### src/rtl/norm2_frame_loader.sv
// Frame loader and run controller for the norm2 sum-of-squares kernel: streams one
// frame into the kernel array, starts the kernel, and returns its result with status flags.
module norm2_frame_loader #(
  parameter int N       = 1000,
  parameter int DATA_W  = 27,
  parameter int ADDR_W  = 10,
  parameter int ACC_W   = 64,
  parameter int TIMEOUT = 16384
) (
  input  logic              clk,
  input  logic              rst,
  input  logic              s_valid,
  output logic              s_ready,
  input  logic [DATA_W-1:0] s_data,
  input  logic              s_last,
  output logic              m_valid,
  input  logic              m_ready,
  output logic [ACC_W-1:0]  m_data,
  output logic              m_short,
  output logic              m_overflow,
  output logic              m_timeout,
  output logic [15:0]       m_cycles,
  output logic              busy,
  output logic              k_r_enable,
  output logic              k_controlArr,
  output logic [ADDR_W-1:0] k_init_i,
  output logic [ACC_W-1:0]  k_init_acc,
  output logic              k_wen,
  output logic [ADDR_W-1:0] k_addr,
  output logic [DATA_W-1:0] k_wdata,
  input  logic              k_w_enable,
  input  logic [ACC_W-1:0]  k_result
);

  typedef enum logic [2:0] {
    IDLE, LOAD, FILL, DRAIN, SETTLE, START, RUN, OUT
  } state_t;

  localparam logic [ADDR_W-1:0] LAST_IDX = ADDR_W'(N - 1);
  localparam logic [15:0]       CNT_MAX  = 16'(TIMEOUT - 1);

  state_t            state;
  state_t            state_nxt;
  logic [ADDR_W-1:0] idx;
  logic [15:0]       cnt;
  logic              accept;

  assign s_ready    = (state == LOAD) || (state == DRAIN);
  assign accept     = s_valid && s_ready;
  assign busy       = (state != IDLE);
  assign k_init_i   = '0;
  assign k_init_acc = '0;

  always_ff @(posedge clk or posedge rst) begin
    if (rst) state <= IDLE;
    else     state <= state_nxt;
  end

  always_comb begin
    state_nxt = state;
    case (state)
      IDLE:   state_nxt = LOAD;
      LOAD: begin
        if (accept) begin
          if (idx == LAST_IDX) state_nxt = s_last ? SETTLE : DRAIN;
          else if (s_last)     state_nxt = FILL;
        end
      end
      FILL:   if (idx == LAST_IDX) state_nxt = SETTLE;
      DRAIN:  if (accept && s_last) state_nxt = SETTLE;
      SETTLE: state_nxt = START;
      START:  state_nxt = RUN;
      RUN:    if (k_w_enable || cnt == CNT_MAX) state_nxt = OUT;
      OUT:    if (m_ready) state_nxt = LOAD;
      default: state_nxt = IDLE;
    endcase
  end

  // Kernel bus, frame index, run counter and result registers; all move with the FSM.
  always_ff @(posedge clk or posedge rst) begin
    if (rst) begin
      idx          <= '0;
      cnt          <= '0;
      k_controlArr <= 1'b0;
      k_wen        <= 1'b0;
      k_addr       <= '0;
      k_wdata      <= '0;
      k_r_enable   <= 1'b0;
      m_valid      <= 1'b0;
      m_data       <= '0;
      m_cycles     <= '0;
      m_short      <= 1'b0;
      m_overflow   <= 1'b0;
      m_timeout    <= 1'b0;
    end else begin
      case (state)
        IDLE: begin
          k_controlArr <= 1'b1;
          k_wen        <= 1'b0;
          idx          <= '0;
        end
        LOAD: begin
          if (accept) begin
            k_wen   <= 1'b1;
            k_addr  <= idx;
            k_wdata <= s_data;
            idx     <= idx + 1'b1;
            if (idx == LAST_IDX && !s_last) m_overflow <= 1'b1;
            if (idx != LAST_IDX && s_last)  m_short    <= 1'b1;
          end else begin
            k_wen <= 1'b0;
          end
        end
        FILL: begin
          k_wen   <= 1'b1;
          k_addr  <= idx;
          k_wdata <= '0;
          idx     <= idx + 1'b1;
        end
        DRAIN: k_wen <= 1'b0;
        SETTLE: begin
          k_wen        <= 1'b0;
          k_controlArr <= 1'b0;
          k_r_enable   <= 1'b1;
          cnt          <= '0;
        end
        START: k_r_enable <= 1'b0;
        RUN: begin
          // A finishing kernel wins over a timeout landing on the same cycle.
          if (k_w_enable) begin
            m_data   <= k_result;
            m_cycles <= cnt;
            m_valid  <= 1'b1;
          end else if (cnt == CNT_MAX) begin
            m_data    <= '0;
            m_cycles  <= cnt;
            m_timeout <= 1'b1;
            m_valid   <= 1'b1;
          end else begin
            cnt <= cnt + 1'b1;
          end
        end
        OUT: begin
          if (m_ready) begin
            m_valid      <= 1'b0;
            m_short      <= 1'b0;
            m_overflow   <= 1'b0;
            m_timeout    <= 1'b0;
            k_controlArr <= 1'b1;
            idx          <= '0;
          end
        end
        default: ;
      endcase
    end
  end

endmodule

### config.mk
export PLATFORM = sky130hd
export DESIGN_NAME = norm2_frame_loader
export DESIGN_NICKNAME = d
export VERILOG_FILES = /design/src/rtl/norm2_frame_loader.sv
export SDC_FILE = /design/constraint.sdc
export NUM_CORES = 1
export LEC_CHECK = 0
export BUFFER_PORTS_ARGS = -buffer_cell sky130_fd_sc_hd__buf_2
export CORE_ASPECT_RATIO = 0.6
export CORE_UTILIZATION = 40
export DETAILED_ROUTE_END_ITERATION = 7
export PLACE_DENSITY = 0.67
export SYNTH_ARGS = -nofsm -noshare
export SYNTH_HDL_FRONTEND = slang
export SYNTH_SLANG_ARGS = --single-unit
### constraint.sdc
create_clock -name clk -period 7.4 [get_ports clk]
set_clock_uncertainty 0.1 [all_clocks]
set_input_delay 1.11 -clock clk [delete_from_list [all_inputs] [get_ports clk]]
set_output_delay 1.11 -clock clk [all_outputs]
set_load 0.02 [all_outputs]
==> results of run 1 <==
==> cells by family (layout without fill, tap and decap cells) <==
kind of cell               Yosys count  after routing  synth area share (%)
AOI/OAI and AO/OA                  155            155                  18.4
and+or+nand+nor                    104            104                  7.96
adders and majority gates            2              2                 0.371
buffers and inverters              115            266                  10.8
DFF                                153            153                  56.8
other                                1             74                0.0556
xor gates and xnor gates             8              8                  1.04
muxes                               28             28                  4.64
==> power by group through the flow <==
stage / Sequential, µW / Clock (µW) / Combinational (µW)
5_1_grt: 865 / 902 / 154
6_report: 864 / 847 / 141
3_5_place_dp: 879 / 0 / 142
4_1_cts: 863 / 871 / 142
2_1_floorplan: 901 / 0 / 93.4
3_3_place_gp: 879 / 0 / 141
==> worst min-delay path: stages (launching register included) <==
cell,delay [ns]
dfrtp_1,0.35
nand2_1,0.05
nand2_1,0.05
==> final cells by class <==
cell class	count	area, µm²
multi-input cells	371	2470
flip-flops and latches	153	3830
fillers	1502	8020
clock inverters	15	151
inverters	9	38.8
clock buffers	17	425
well taps	228	285
repair buffers	225	1130
==> sequential cells by signal (all words and copies together) (netlist names) <==
signal        cells
m_overflow        1
k_wdata          27
m_cycles         16
k_wen             1
k_r_enable        1
k_controlArr      1
idx              10
m_timeout         1
m_short           1
state             3
m_valid           1
k_addr           10
cnt              16
m_data           64
==> cell usage after synthesis (3+ instances only) <==
| master | count |
|---|---|
| buf_2 | 5 |
| a21oi_1 | 10 |
| o21ai_1 | 10 |
| o41ai_1 | 3 |
| nand4_1 | 7 |
| and2_1 | 3 |
| and3_1 | 6 |
| nor3_1 | 5 |
| mux2_1 | 26 |
| nor2b_1 | 3 |
| a2111oi_0 | 3 |
| inv_1 | 9 |
| nand2b_1 | 4 |
| a22o_1 | 92 |
| o21a_1 | 3 |
| o21ai_0 | 12 |
| nand2_1 | 30 |
| or3_1 | 4 |
| buf_1 | 7 |
| nor2_1 | 21 |
| a211o_1 | 3 |
| clkbuf_1 | 18 |
| nand3_1 | 9 |
| buf_4 | 74 |
| dfrtp_1 | 153 |
| xnor2_1 | 8 |
==> worst max path at each step <==
| stage | startpoint | to | slack, ns | cells after the start |
|---|---|---|---|---|
| after floorplan | rst | cnt[0] | 2.07 | 1 |
| after global placement | k_w_enable | m_cycles[15] | 4.52 | 5 |
| after detailed placement | rst | m_cycles[5] | 4.53 | 3 |
| after global routing | state[1] | busy | 4.20 | 3 |
| after CTS | state[1] | busy | 4.35 | 3 |
| final | state[1] | busy | 4.33 | 3 |
==> metrics by stage <==
stage / cell area (µm²) / hold WS [ns] / setup WS, ns
final: 8330 / 0.379 / 4.33
after global routing: 8330 / 0.402 / 4.20
after CTS: 8330 / 0.384 / 4.35
after detailed placement: 7750 / 0.369 / 4.53
after global placement: 7750 / 0.359 / 4.52
after floorplan: 7020 / 0.363 / 2.07
==> routing by layer <==
layer  track usage [%]  routed length, µm  vias to the layer above
li1                  -                  -                     2337
met1              26.6               7740                     2445
met2              27.4               7200                      201
met3              4.57               1010                       16
met4              4.71                128                        0
met5                 0                  0                        -
==> out/qor.csv, run 1 <==
metric,value,unit
status,completed,
Port Buf Inserts,222,
hold path start,m_valid,
Gate power share,7.6,%
Reg-to-Reg Start,state[1],
layout cells sized above 1,33.5,%
dpl cells,986,
DR iter-0 viols,323,
clk_lat worst skew,0.42,ns
"Slew Viols, Final",0,
sequential area share after synthesis,56.8,%
Rows,36,
via count,4999,
Core Footprint,16400,µm²
Hold Path Sink,m_valid,
CTS Hold Bufs,0,
CTS Buffer Depth,2,
Flop pwr share,46.7,%
CTS Sinks,153,
Sw Ratio,25.7,%
Power Total,1850,µW
Sw Pwr,477,µW
WP data required,6.19,ns
CP max FO,24,
crit path capture type,output port,
Total GRT Usage,18.3,%
GP Congestion,0.801,
Layout Nets,876,
first-pass GRT wire length,24600,µm
CTS resizes,0,
placed wire-length estimate,11200,µm
P per Cell Area,222,nW/µm²
Via density,4.91,
worst path arrival time,1.86,ns
YS warnings,0,
RSZ-0062 raised after global routing,no,
worst slew pin tran,1.19,ns
Initial Utilization,41.3,%
Leakage,0.00436,µW
synth top area cells,"dfrtp_1 (57%), a22o_1 (12%), buf_4 (8.2%), mux2_1 (4.3%), nand2_1 (1.7%)",
most frequent cells in the layout,"buf_2 (222), dfrtp_1 (153), a22o_1 (92)",
fraction of registers with async set or reset after synthesis,100,%
leading area contributor after synthesis,dfrtp_1,
Area Overhead vs Synth,23.5,%
Netlist Area Pre-Place,6750,µm²
Critical-path top delay cell,dfrtp_1,
Bufs and invs on worst path,2,
Die Area,17400,µm²
Root Buffer,clkbuf_16,
largest net degree at the start of global routing,82,
Hold WC Path Type,flop to flop,
Startpoint Class,flop,
fin util,51.0,%
area share of the largest cell type after synthesis,56.8,%
First-pass DRT Iterations,5,
Fin Setup TNS,0,ns
Top delay family on crit path,flip-flops,
Worst Setup Path Type,flop to output port,
r2r setup slk,4.47,ns
Non-Filler Instances,1018,
cell chain of the critical path,inv_1 > nand2_1 > buf_2,
Post CTS Setup Buffer Count,0,
drt wl/cell,15.8,µm
CP max stage delay,0.81,ns
H-tree lvl count,4,
Antenna diodes,0,
Remaining DRCs,0,
end of the worst register-to-register path,m_cycles[2],
syn_area_per_cell,11.9,µm²
R2R depth,4,
relative slew slack,20.5,%
crit share post-route,41.4,%
VDD IR max,0.122,mV
hold path depth,2,
final count of hold timing violations,0,
P_int,1370,µW
final WL,16100,µm
final period demand of the worst path,3.07,ns
I/O pin count,297,
MaxCap Viol Count,0,
number of global-route vias before repair,4499,
post-route ant nets,0,
TritonCTS clock tree,done,
Gate Count Post-Synth,566,
clock buffer count from CTS,17,
Final setup viols,0,
ys flop type,dfrtp_1,
clock-pin transition on the worst setup and hold timing paths,0.07,ns
gr ovfl total,0,
Die Ht,103,µm
Die X-Extent,170,µm
"FF+latch count, synth",153,
maximum clock rate,326,MHz
"commonest non-fill, non-tap cell in the layout",buf_2,
initial antenna violation count,1,
Synth cell types,52,
Post-synth EDFFs,0,
Clk pwr share,45.7,%
Note: power is estimated with default switching activity, not from simulation.
==> inputs of run 2 (changes only) <==
- ABC_AREA: default -> 1
- PLACE_DENSITY: 0.67 -> 0.66
- clock period: 7.4 -> 3 ns (I/O delays scaled with it)
==> out/qor.csv, run 2 <==
metric,value,unit
CTS resizes,0,
worst slew pin tran,0.929,ns
Area Overhead vs Synth,21.0,%
H-tree lvl count,4,
fraction of registers with async set or reset after synthesis,100,%
Rows,37,
"Slew Viols, Final",0,
Top Registers,"m_data x64, k_wdata x27",
Hold WC Path Type,primary input to async pin,
Core Footprint,17500,µm²
WP data required,3.19,ns
Post-synth EDFFs,0,
dpl cells,1250,
largest net degree at the start of global routing,85,
ys flop type,dfrtp_1,
placed wire-length estimate,13000,µm
Largest register FFs,64,
most frequent CP cell,nand2_2,
Via density,4.69,
initial antenna violation count,0,
Reg-to-Reg Start,state[0],
r2r setup slk,0.67,ns
VDD IR max,0.477,mV
worst path arrival time,2.52,ns
Top reg by flops,m_data,
Final setup viols,0,
most frequent cells in the layout,"nand2_1 (258), buf_2 (222), dfrtp_1 (153)",
cell chain of the critical path,nand2_2 > nor2_4 > inv_2 > nand2_2 > nand2_2 > a22o_1,
Post CTS Setup Buffer Count,0,
status,completed,
"FF+latch count, synth",153,
syn_area_per_cell,8.83,µm²
Netlist Area Pre-Place,7300,µm²
leading area contributor after synthesis,dfrtp_1,
# fillers,1699,
maximum clock rate,430,MHz
layout cells sized above 1,27.3,%
Synth cell types,36,
CP max FO,49,
number of global-route vias before repair,5385,
TritonCTS clock tree,done,
hold_ws,0.0507,ns
Remaining DRCs,0,
Root Buffer,clkbuf_16,
post-route ant nets,0,
gr ovfl total,0,
Fin Setup TNS,0,ns
first-pass GRT wire length,28700,µm
CTS Buffer Depth,2,
DR iter-0 viols,403,
drt wl/cell,14.3,µm
crit path capture type,flop,
fin util,50.5,%
Gate Count Post-Synth,826,
"top cells by count, synth","nand2_1 (258), dfrtp_1 (153), nand3_1 (100), buf_4 (80), inv_1 (40)",
MaxCap Viol Count,0,
"commonest non-fill, non-tap cell in the layout",nand2_1,
crit share post-route,77.6,%
Non-Filler Instances,1282,
P per Cell Area,955,nW/µm²
GP Congestion,0.885,
Initial Utilization,41.7,%
clock buffer count from CTS,17,
via count,6008,
First-pass DRT Iterations,5,
CP max stage delay,0.57,ns
"count leader, synth",nand2_1,
area share of the largest cell type after synthesis,52.5,%
final count of hold timing violations,0,
Total GRT Usage,19.6,%
clk_lat worst skew,0.42,ns
RSZ-0062 raised after global routing,no,
CTS Hold Bufs,0,
sequential area share after synthesis,52.5,%
Startpoint Class,flop,
R2R depth,6,
end of the worst register-to-register path,k_wdata[3],
Port Buf Inserts,222,
relative slew slack,37.8,%
final period demand of the worst path,2.33,ns
Worst Setup Path Type,flop to flop,
synth top area cells,"dfrtp_1 (52%), nand2_1 (13%), buf_4 (8.2%), nand3_1 (6.9%), a22o_1 (3.2%)",
Layout Nets,1134,
Die Area,18800,µm²
Power Total,8430,µW
CTS Sinks,153,
clock-pin transition on the worst setup and hold timing paths,0.07,ns
Critical-path top delay cell,dfrtp_1,
Leakage,0.00490,µW
final WL,18300,µm
Die Ht,107,µm
Die X-Extent,176,µm
YS warnings,0,
I/O pin count,297,
Antenna diodes,0,
[run 2: changes by cell type after synthesis, moves of 7 or more]
| cell | previous run | this run |
|---|---|---|
| nor2_1 | 21 | 28 |
| xor2_1 | 0 | 8 |
| inv_1 | 9 | 40 |
| buf_6 | 2 | 11 |
| buf_2 | 5 | 12 |
| xnor2_1 | 8 | 0 |
| clkbuf_1 | 18 | 7 |
| o21ai_1 | 10 | 24 |
| a22o_1 | 92 | 27 |
| nand2_1 | 30 | 258 |
| mux2_1 | 26 | 0 |
| o21ai_0 | 12 | 20 |
| nand3_1 | 9 | 100 |
[run 2: cell type report]
type / instances / area (µm²) / share of cell area, %
timing repair buffer: 228 / 1190 / 13.5
tap: 234 / 293 / 3.32
clock inverter: 13 / 131 / 1.49
sequential: 153 / 3830 / 43.4
clock buffer: 19 / 453 / 5.13
multi-input combinational: 590 / 2760 / 31.2
inverter: 45 / 173 / 1.96
[run 2: layer usage]
| layer | share of wire, % | vias up | GRT usage [%] |
|---|---|---|---|
| li1 | - | 2964 | - |
| met1 | 50 | 2860 | 28.8 |
| met2 | 45 | 171 | 29.2 |
| met3 | 4.6 | 13 | 3.65 |
| met4 | 0.93 | 0 | 6.10 |
| met5 | 0 | - | 0 |
[run 2: logic make-up (layout without fill, tap and decap cells)]
family / count (synthesis) / in the layout / share of synthesized area (%)
adders and majority gates: 2 / 2 / 0.343
xor gates and xnor gates: 8 / 8 / 0.960
AOI/OAI and AO/OA: 87 / 87 / 7.70
DFF: 153 / 153 / 52.5
buffers and inverters: 156 / 305 / 13.5
and+or+nand+nor: 419 / 419 / 25.0
other: 1 / 74 / 0.0514
[run 2: stage by stage]
step	setup slack [ns]	instance area, µm²
CTS	0.685	8830
global placement	0.745	8250
floorplan	0.519	7570
detailed placement	0.692	8250
global route	0.498	8830
finish	0.673	8830
[run 2: worst max-delay path by stage]
stage	from	end	slack, ns
3_3_place_gp	state[0]	k_wdata[13]	0.75
3_5_place_dp	state[0]	k_addr[8]	0.69
6_report	state[0]	k_wdata[3]	0.67
5_1_grt	state[0]	k_addr[8]	0.50
4_1_cts	state[0]	k_wdata[7]	0.68
2_1_floorplan	rst	cnt[0]	0.52
[run 2: power breakdown]
group	internal, µW	switching (µW)	total (µW)
clock	1210	895	2100
combinational	988	2250	3240
sequential	2710	378	3090
total	4910	3520	8430
[run 2: critical path: cells and delay by family, from the launching register on]
family                 cells  cell delay (ns)
AOI/OAI and AO/OA          1             0.40
DFF                        1             0.57
buffers and inverters      1             0.10
and+or+nand+nor            4             1.01
==> inputs of run 3 (changes only) <==
- PLACE_DENSITY: 0.66 -> 0.69
- clock period: 3 -> 2.1 ns (I/O delays scaled with it)
==> out/qor.csv, run 3 (synthesis results as in run 2) <==
metric,value,unit
P_int,7270,µW
status,completed,
Via density,4.64,
Core Footprint,17500,µm²
WP data required,1.68,ns
placed cell areas,8440,µm²
crit path capture type,output port,
Remaining DRCs,0,
Critical-path top delay cell,dfrtp_2,
Layout Nets,1150,
clock buffer count from CTS,17,
Leakage,0.00502,µW
placed wire-length estimate,13300,µm
worst slew pin tran,0.539,ns
Total GRT Usage,19.6,%
Clk pwr share,24.9,%
clk_lat worst skew,0.42,ns
Area Overhead vs Synth,24.2,%
Sw Pwr,5060,µW
drt wl/cell,14.2,µm
final instance area,9060,µm²
multi-input logic area,2760,µm²
Top reg by flops,m_data,
final WL,18500,µm
Fin Setup TNS,0,ns
Final WS setup,0.111,ns
CTS Sinks,153,
CP max stage delay,0.45,ns
GP Congestion,0.886,
P per Cell Area,1360,nW/µm²
Root Buffer,clkbuf_16,
DR iter-0 viols,383,
gr ovfl total,0,
relative slew slack,64.0,%
Flop pwr share,35.9,%
clock-pin transition on the worst setup and hold timing paths,0.07,ns
Port Buf Inserts,222,
via count,6023,
initial antenna violation count,0,
Sequential cell area,3830,µm²
final period demand of the worst path,1.99,ns
CTS Buffer Depth,2,
Largest register FFs,64,
first-pass GRT wire length,28900,µm
I/O pin count,297,
First-pass DRT Iterations,7,
Antenna diodes,0,
# fillers,1695,
Initial Utilization,41.7,%
most frequent cells in the layout,"nand2_1 (258), buf_2 (222), dfrtp_1 (151)",
MaxCap Viol Count,0,
largest net degree at the start of global routing,66,
Top Registers,"m_data x64, k_wdata x27",
Rows,37,
VDD IR max,0.701,mV
maximum clock rate,503,MHz
post-place setup slack,0.162,ns
"commonest non-fill, non-tap cell in the layout",nand2_1,
Startpoint Class,flop,
Die X-Extent,176,µm
Sw Ratio,41.0,%
Die Ht,107,µm
number of global-route vias before repair,5534,
"Slew Viols, Final",0,
Die Area,18800,µm²
TritonCTS clock tree,done,
CP max FO,6,
layout cells sized above 1,28.3,%
post-route ant nets,0,
Hold WC Path Type,primary input to flop,
dpl cells,1263,
Power Total,12300,µW
H-tree lvl count,4,
worst path arrival time,1.57,ns
Worst Setup Path Type,flop to output port,
final count of hold timing violations,0,
Final setup viols,0,
Gate power share,39.3,%
Non-Filler Instances,1298,
crit share post-route,94.7,%
cell chain of the critical path,inv_4 > nand2_2 > nor2_4 > inv_2 > nand2_1 > buf_2,
==> run 3: final timing paths <==
| path | startpoint | end | depth (start not counted) | slack, ns |
|---|---|---|---|---|
| hold / removal | s_data[25] | k_wdata[25] | 2 | 0.03 |
| setup reg to reg | cnt[1] | m_data[46] | 9 | 0.22 |
| hold reg to reg | m_data[13] | m_data[13] | 2 | 0.36 |
| max in group asynchronous | rst | m_cycles[5] | 4 | 0.94 |
| setup / recovery | state[1] | s_ready | 6 | 0.11 |
| min in group asynchronous | rst | k_wdata[17] | 3 | 0.39 |
==> run 3: power by group through the flow <==
stage,clock (µW),sequential [µW],combinational [µW]
after floorplan,0,5480,2300
after global placement,0,4440,4770
after detailed placement,0,4450,4840
after CTS,3150,4420,4850
after global routing,3290,4530,5320
final,3070,4420,4840
==> run 3: worst max-delay path, delay by kind of cell, from the launching register on <==
family | cells | cell delay, ns
buf+inv | 3 | 0.36
flops | 1 | 0.45
simple gates | 3 | 0.35
==> run 3: stage by stage <==
step | utilization [%] | hold slack [ns]
finish | 51.8 | 0.0280
global route | 51.8 | 0.00570
CTS | 51.7 | 0.000669
detailed placement | 48.2 | 0.286
global placement | 48.2 | 0.286
floorplan | - | 0.360
==> run 3: timing repair <==
action,in CTS,in global routing
resized for setup,1,3
endpoints found under the hold margin,14,0
pin swaps,0,1
endpoints found under the setup margin,1,2
setup buffers,0,2
hold buffers,1,0
==> run 3: cell type report <==
class	count	share of cell area [%]
flip-flops and latches	153	42.3
clock buffers	20	4.93
repair buffers	244	15.7
clock inverters	12	1.55
inverters	45	1.93
well taps	234	3.23
multi-input cells	590	30.4
==> run 3: metal layers <==
layer,global-route usage (%),routed length (µm),part of all wire [%]
met3,4.50,1140,6.2
met2,29.1,8190,44
met5,0,0,0
met1,29.1,9110,49
met4,4.00,51,0.28
